`src/rtl/rr_mux_pkg.sv`:
```
// rtl/rr_mux_pkg.sv - shared constants for the round-robin N:1 mux
package rr_mux_pkg;

  localparam logic MODE_FIXED = 1'b0;
  localparam logic MODE_RR    = 1'b1;

  localparam int N_MIN = 2;
  localparam int N_MAX = 16;

  // Channel-index width; never narrower than one bit.
  function automatic int idx_width(input int n);
    return (n > 1) ? $clog2(n) : 1;
  endfunction

endpackage

```
`src/rtl/rr_arbiter.sv`:
```
// rtl/rr_arbiter.sv - rotating-priority grant search starting at ptr_i
module rr_arbiter
  import rr_mux_pkg::*;
#(
  parameter int N  = 4,
  parameter int SW = idx_width(N)
) (
  input  logic [SW-1:0] ptr_i,
  input  logic [N-1:0]  req_i,
  output logic [SW-1:0] gnt_idx_o,
  output logic          gnt_valid_o
);

  logic [SW:0]   sum;
  logic [SW-1:0] cand;

  always_comb begin
    gnt_idx_o   = '0;
    gnt_valid_o = 1'b0;
    sum         = '0;
    cand        = '0;
    for (int k = 0; k < N; k++) begin
      // ptr_i is always below N, so one conditional subtract performs the wrap.
      sum = {1'b0, ptr_i} + (SW+1)'(k);
      if (sum >= (SW+1)'(N)) begin
        sum = sum - (SW+1)'(N);
      end
      cand = sum[SW-1:0];
      if (!gnt_valid_o && req_i[cand]) begin
        gnt_valid_o = 1'b1;
        gnt_idx_o   = cand;
      end
    end
  end

endmodule

```
`src/rtl/rr_mux_nx1.sv`:
```
// rtl/rr_mux_nx1.sv - N:1 stream mux with fixed or round-robin selection
module rr_mux_nx1
  import rr_mux_pkg::*;
#(
  parameter int N  = 4,
  parameter int W  = 8,
  parameter int SW = idx_width(N)
) (
  input  logic           clk,
  input  logic           rst,
  input  logic           mode,
  input  logic [SW-1:0]  sel,
  input  logic [N*W-1:0] in_data,
  input  logic [N-1:0]   in_valid,
  output logic [N-1:0]   in_ready,
  output logic [W-1:0]   out_data,
  output logic [SW-1:0]  out_ch,
  output logic           out_valid,
  input  logic           out_ready
);

  logic [SW-1:0] ptr_q, ptr_d;
  logic [W-1:0]  data_q, data_d;
  logic [SW-1:0] ch_q, ch_d;
  logic          valid_q, valid_d;

  logic [SW-1:0] rr_idx;
  logic          rr_valid;
  logic          fix_valid;
  logic [SW-1:0] gnt_idx;
  logic          gnt_valid;
  logic          can_load;
  logic          xfer;
  logic [W-1:0]  gnt_data;

  rr_arbiter #(.N(N), .SW(SW)) u_arb (
    .ptr_i       (ptr_q),
    .req_i       (in_valid),
    .gnt_idx_o   (rr_idx),
    .gnt_valid_o (rr_valid)
  );

  // An out-of-range sel matches no channel, so it simply yields no grant.
  always_comb begin
    fix_valid = 1'b0;
    for (int i = 0; i < N; i++) begin
      if (sel == SW'(i)) begin
        fix_valid = in_valid[i];
      end
    end
  end

  always_comb begin
    gnt_idx   = (mode == MODE_RR) ? rr_idx : sel;
    gnt_valid = (mode == MODE_RR) ? rr_valid : fix_valid;
    can_load  = !valid_q || out_ready;
    gnt_data  = '0;
    for (int i = 0; i < N; i++) begin
      in_ready[i] = !rst && can_load && gnt_valid && (gnt_idx == SW'(i));
      if (gnt_idx == SW'(i)) begin
        gnt_data = in_data[i*W +: W];
      end
    end
    xfer = |in_ready;
  end

  always_comb begin
    valid_d = valid_q;
    data_d  = data_q;
    ch_d    = ch_q;
    ptr_d   = ptr_q;
    if (can_load) begin
      valid_d = xfer;
    end
    if (xfer) begin
      data_d = gnt_data;
      ch_d   = gnt_idx;
      if (mode == MODE_RR) begin
        ptr_d = (gnt_idx == SW'(N-1)) ? '0 : gnt_idx + 1'b1;
      end
    end
  end

  always_ff @(posedge clk) begin
    if (rst) begin
      valid_q <= 1'b0;
      data_q  <= '0;
      ch_q    <= '0;
      ptr_q   <= '0;
    end else begin
      valid_q <= valid_d;
      data_q  <= data_d;
      ch_q    <= ch_d;
      ptr_q   <= ptr_d;
    end
  end

  assign out_valid = valid_q;
  assign out_data  = data_q;
  assign out_ch    = ch_q;

endmodule
```
`config.mk`:
```
export PLATFORM = sky130hd
export DESIGN_NAME = rr_mux_nx1
export DESIGN_NICKNAME = d
export VERILOG_FILES = /design/src/rtl/rr_mux_pkg.sv /design/src/rtl/rr_arbiter.sv /design/src/rtl/rr_mux_nx1.sv
export SDC_FILE = /design/constraint.sdc
export NUM_CORES = 1
export LEC_CHECK = 0
export CORE_MARGIN = 5
export CORE_UTILIZATION = 40
export DETAILED_ROUTE_END_ITERATION = 12
export PLACE_DENSITY = 0.92
export SYNTH_ARGS = -nofsm -noshare
export SYNTH_HDL_FRONTEND = slang
export SYNTH_SLANG_ARGS = --single-unit
```
`constraint.sdc`:
```
create_clock -name clk -period 3.22 [get_ports clk]
set_clock_uncertainty 0.1 [all_clocks]
set_input_delay 0.322 -clock clk [delete_from_list [all_inputs] [get_ports clk]]
set_output_delay 0.322 -clock clk [all_outputs]
set_load 0.005 [all_outputs]
```
### After elaboration in Yosys (flattened, before gate mapping)

Index checks and enable logic that the tools add are counted.

* memories: 0
* register bits: 13
* output and inout bits: 15
* memory bits (writable): 0
* logic and storage cells: 76
* ROM bits: 0
* input bits: 42
* bits in latches: 0

* shifts and indexed selects: 0
* reductions and logical operators: 19
* add/subtract/negate cells: 8
* div/mod/pow operators: 0
* multiply operators: 0
* bitwise gates (word level): 0
* $lt $le $gt $ge: 8
* mux-type cells: 31
* equal/unequal tests: 6

Operators with widths (number)
* 8-bit two-way mux: 4
* 2-bit two-way mux: 10
* 1-bit two-way mux: 13
* 2-bit by 3-bit less-than comparator with 1-bit output (second input constant): 4
* 3-bit greater-or-equal comparator (second input constant): 3
* 1-bit logical AND: 9
* 1-bit binary-select mux with 2-bit select: 4
* 2-bit == test (second input constant): 4
* 2-bit by 1-bit subtractor with 2-bit output (second input constant): 4
* 2-bit by 2-bit adder with 3-bit output (second input constant): 2
* 1-bit zero test: 5
* 2-bit by 1-bit == test with 1-bit output (second input constant): 2
* 2-bit zero test: 2
* 4-bit OR reduction: 1
* 2-bit by 1-bit adder with 3-bit output (second input constant): 1
* 2-bit by 3-bit greater-or-equal comparator with 1-bit output (second input constant): 1
* 2-bit by 1-bit adder with 2-bit output (second input constant): 1
* 2-bit AND reduction: 1
* 1-bit logical OR: 1

### Longest topological paths before layout

* depth after elaboration: 20
* mapped depth: 12
* gate-level depth less buffers: 9

### By module

From an unflattened synthesis, not the netlist that was laid out.

* cells, all modules: 109
* area total of the unflattened synthesis: 950.9 um2

Modules (own cells, without submodules)
* rr_mux_nx1: area each 873.3 um2, seq. area each 260.2 um2, instances 1, cells each 94
* rr_arbiter: area each 77.6 um2, seq. area each 0.0 um2, instances 1, cells each 15

### Worst setup path after synthesis

OpenSTA, ideal clock, no wires.

* kind: input-to-reg
* start: in in_valid[0]
* end: reg ch_q[0] (netlist: out_ch[0])
* stages on the path: 11
* setup slack: 0.800 ns
* arrival time: 2.239 ns
* buffers on the path: 2
* data required time: 3.040 ns
* cell sequence: nand4bb_1 > a2111o_1 > o221ai_1 > inv_1 > ha_1 > buf_6 > nor4_4 > nor3_2 > and3_1 > buf_6 > a211oi_2

* word-level cells in the longest chain between the ends: 16

Ends and longest elaborated chain
* start, declared: line rr_mux_nx1.sv:14 `input logic [N-1:0] in_valid,`
* 1-bit binary-select mux with 2-bit select: line rr_arbiter.sv:29 `if (!gnt_valid_o && req_i[cand]) begin`
* 1-bit two-way mux (not written as such): line rr_arbiter.sv:29
* 1-bit two-way mux: line rr_arbiter.sv:29
* 1-bit zero test: line rr_arbiter.sv:29
* 1-bit logical AND: line rr_arbiter.sv:29
* 1-bit two-way mux: line rr_arbiter.sv:29
* 1-bit zero test: line rr_arbiter.sv:29
* 1-bit logical AND: line rr_arbiter.sv:29
* 1-bit two-way mux: line rr_arbiter.sv:29
* 1-bit zero test: line rr_arbiter.sv:29
* 1-bit logical AND: line rr_arbiter.sv:29
* 2-bit two-way mux (*): line rr_arbiter.sv:29
* 2-bit two-way mux (*): line rr_mux_nx1.sv:54 `gnt_idx = (mode == MODE_RR) ? rr_idx : sel;`
* net gnt_idx[1]: line rr_mux_nx1.sv:30 `logic [SW-1:0] gnt_idx;`
* 2-bit by 1-bit == test with 1-bit output, or another cell as far along: line rr_mux_nx1.sv:59 `in_ready[i] = !rst && can_load && gnt_valid && (gnt_idx == SW'(i));`
* 1-bit logical AND: line rr_mux_nx1.sv:59
* 4-bit OR reduction (*): line rr_mux_nx1.sv:64 `xfer = |in_ready;`
* end signal, assigned: line rr_mux_nx1.sv:93 `ch_q <= ch_d;`
* end, declared: line rr_mux_nx1.sv:24 `logic [SW-1:0] ch_q, ch_d;`

The timed path passes the listed nets; every way through them passes the cells marked *. The select of a mux whose other input is x is not followed.
A chain may end at the register's enable or synchronous reset.

### Final worst setup path

* start: in in_valid[1]
* end: out in_ready[1]

* word-level cells in the longest chain between the ends: 15

Ends and longest elaborated chain
* 1-bit binary-select mux with 2-bit select: line rr_arbiter.sv:29
* 1-bit two-way mux (not written as such): line rr_arbiter.sv:29
* 1-bit two-way mux: line rr_arbiter.sv:29
* 1-bit zero test: line rr_arbiter.sv:29
* 1-bit logical AND: line rr_arbiter.sv:29
* 1-bit two-way mux: line rr_arbiter.sv:29
* 1-bit zero test: line rr_arbiter.sv:29
* 1-bit logical AND: line rr_arbiter.sv:29
* 1-bit two-way mux: line rr_arbiter.sv:29
* 1-bit zero test: line rr_arbiter.sv:29
* 1-bit logical AND: line rr_arbiter.sv:29
* 2-bit two-way mux / 1-bit two-way mux (equally long branches): line rr_arbiter.sv:29
* 2-bit two-way mux / 1-bit two-way mux (equally long branches): line rr_mux_nx1.sv:54, rr_mux_nx1.sv:55
* 2-bit by 1-bit == test with 1-bit output / 1-bit logical AND (equally long branches): line rr_mux_nx1.sv:59
* 1-bit logical AND (*): line rr_mux_nx1.sv:59
* end, declared: line rr_mux_nx1.sv:15 `output logic [N-1:0] in_ready,`

Mark *: on every way between the ends. The rest lies on a longest branch, timed or not. The select of a mux whose other input is x is not followed.

==> impl_results.md <==
- Clk buf depth: 2
- Post-Synth Simple-Gate Area: 0.194
- R2r setup slk: 0.52 ns
- Crit path time final: 3.08 ns
- Final period util: 0.957
- Yosys reg bits: 13
- Top area cells in the synthesized netlist: dfxtp_1 23%, a311oi_2 9.4%, a211o_1 6.3%
- Root Driver: clkbuf_4
- CP max stage delay: 0.52 ns
- Clock Sinks: 13
- DRT antenna net count: 0
- CTS H-Tree Depth: 1
- TNS Setup: 0 ns
- Final setup vio count: 0
- CP Data Required Time: 2.80 ns
- Critical path depth: 7
- GRT Util Overall: 0.174
- Hold_buf cts: 0
- Gpl congestion: 0.843
- Vias in the first global route: 1265
- Area Overhead vs Synth: 55.4%
- CP max stage cell: clkdlybuf4s50_1
- Mean Syn Cell Area: 8.87 sq um
- CTS Buf Count: 3
- Fraction of registers with async set/reset: 0
- Power density over the cells: 336 nW/um^2
- Max_slew headroom: 0.639
- Top cell by count, worst path: clkdlybuf4s50_1
- Worst setup startpoint: in_valid[1]
- Largest family of logic cells by synthesized area: compound AO/OA/AOI/OAI gates
- Cell Rows: 19
- WP data arrival: 2.66 ns
- HPWL Detailed: 2770 um
- WL/cell: 16.2 um
- Vias per cell: 5.76
- Status: finished clean
- Final slew viol count: 0
- Cell variety after synth: 38
- WP buf/inv: 2
- Clock Latency Late Sink: 0.27 ns
- Nets: 229
- Synth Area in Compound Gates: 0.385
- Design area: 1740 sq um
- Gr ovfl total: 0
- Synthesized instance count: 126
- Initial Util: 0.412
- Net Count, Synth: 172
- Die ar.: 3950 sq um
- First-pass iteration count of the detailed router: 4
- XOR/XNOR Fraction of Synth Area: 0
- Worst R2R End: out_data[0]
- Adder-Cell Fraction of Synth Area: 0.0448
- Reg clk slew, reported paths: 0.08 ns
- I/O pins: 57
- Hold Path Class: reg -> reg
- Pleak: 0.665 nW
- EDFF count, synth: 0
- First-pass GRT wire length: 5730 um
- FMAX: 325 MHz
- Die W: 62.9 um
- Mapped cell area: 1120 sq um
- Worst r2r src: ptr_q[1]
- Worst slew pin tran: 0.541 ns
- # diodes: 0
- Reg2Reg Depth: 9
- Top cell family by delay on the critical path: buffers and inverters
- Fraction of layout cells with a size suffix above 1: 0.137
- WS Path Type: in -> out
- Starting DRT DRC Count: 64
- Most frequent cells after synthesis: 13 x dfxtp_1, 13 x inv_1, 11 x a31oi_1
- Mux contribution to synthesized area: 0.0358
- Via count: 1226
- Critical Path End: in_ready[1]
- Yosys warns: 0
- Startpoint Class: input pin
- Top cell type's share of synthesized area: 0.233
- Core Area: 2710 sq um
- Dominant cell type by area after synthesis: dfxtp_1
- CTS tree: yes
- Largest net degree at the start of global routing: 17
- Max cap viols: 0
- Initial antenna violation count: 0
- Fin. Hold Viols: 0
- Final Core Density: 0.641
- Placed instance area: 1700 sq um
- RSZ-0062 raised after global routing: false
- WL final: 3460 um
- Worst-path cell chain: clkdlybuf4s50_1 > nand4bb_1 > a2111o_1 > o221ai_2 > ha_1 > and2_1 > clkdlybuf4s50_1
- Die H: 62.9 um
- Sequential element share of the synthesized area: 0.233
- DRC: 0
- VDD IR max: 0.262 mV
- Port bufs: 56
- Post-synth top flop: dfxtp_1
- CP Capture Type: output port
- Worst-path fanout max: 8
[worst reg2reg max path: cells and delay by family, from the launching register on]
kind            cells  cell delay, ns
compound gates      5            1.03
fa+ha+maj           1            0.28
buf+inv             1            0.10
flops               1            0.36
simple gates        2            0.74
[logic make-up after synthesis]
group	after synthesis
simple gates	34
mux	4
buf+inv	24
flops	13
compound gates	47
fa+ha+maj	4
[layer usage]
| metal | track usage | up-vias | wire (um) |
|---|---|---|---|
| li1 | - | 606 | - |
| met1 | 0.205 | 559 | 1430 |
| met5 | 0 | - | 0 |
| met4 | 0.0663 | 0 | 87 |
| met2 | 0.294 | 52 | 1700 |
| met3 | 0.0522 | 9 | 246 |
[state kept, by name, indices dropped and copies added, names as in the netlist]
| register | flops |
|---|---|
| out_data | 8 |
| out_ch | 2 |
| ptr_q | 2 |
| out_valid | 1 |
[through the flow]
step | power, W | hold slack [ns] | setup WS [ns] | std cells
2_1_floorplan | 0.000356 | 0.290 | 0.800 | 126
3_3_place_gp | 0.000472 | 0.376 | 0.119 | 209
3_5_place_dp | 0.000482 | 0.391 | 0.00364 | 209
4_1_cts | 0.000585 | 0.403 | 0.104 | 213
5_1_grt | 0.000620 | 0.481 | 0.0118 | 213
6_report | 0.000583 | 0.400 | 0.139 | 213
[how the worst min path moves through the flow]
| stage | endpoint | cells after the start | start |
|---|---|---|---|
| final | out_ch[1] | 2 | out_ch[1] |
| after CTS | out_ch[1] | 2 | out_ch[1] |
| after global placement | out_ch[1] | 2 | out_ch[1] |
| after global routing | out_ch[1] | 2 | out_ch[1] |
| after floorplan | out_data[4] | 1 | rst |
| after detailed placement | out_ch[1] | 2 | out_ch[1] |
[cell type report]
cell class | instances | area [sq um]
Tap cell | 31 | 38.8
Timing Repair Buffer | 63 | 613
Inverter | 13 | 48.8
Sequential cell | 13 | 260
Clock buffer | 4 | 26.3
Multi-Input combinational cell | 89 | 749
Fill cell | 238 | 973
[cell usage in the layout, fill, tap and decap left out, drive strengths merged, types with 2 or more instances in the layout]
| master | instances |
|---|---|
| a211o | 8 |
| a211oi | 2 |
| a21oi | 2 |
| a221oi | 8 |
| a22oi | 2 |
| a311oi | 7 |
| a31oi | 11 |
| and2 | 4 |
| and3 | 2 |
| buf | 7 |
| clkbuf | 4 |
| clkdlybuf4s50 | 56 |
| dfxtp | 13 |
| ha | 4 |
| inv | 13 |
| mux2i | 4 |
| nand2 | 8 |
| nand2b | 2 |
| nand4bb | 2 |
| nor2 | 5 |
| nor2b | 2 |
| nor3 | 2 |
| o221ai | 2 |
[power by group]
group / internal [W] / switching, W / total, W
Combinational: 0.000160 / 0.000127 / 0.000287
Clock: 0.0000481 / 0.0000537 / 0.000102
Sequential: 0.000181 / 0.0000141 / 0.000195
[timing repair]
| item | 4_1_cts | 5_1_grt |
|---|---|---|
| setup endpoints to repair | 0 | 4 |
| setup buffers | 0 | 0 |
| resized for setup | 0 | 2 |
Note: power is estimated with default switching activity, not from simulation.
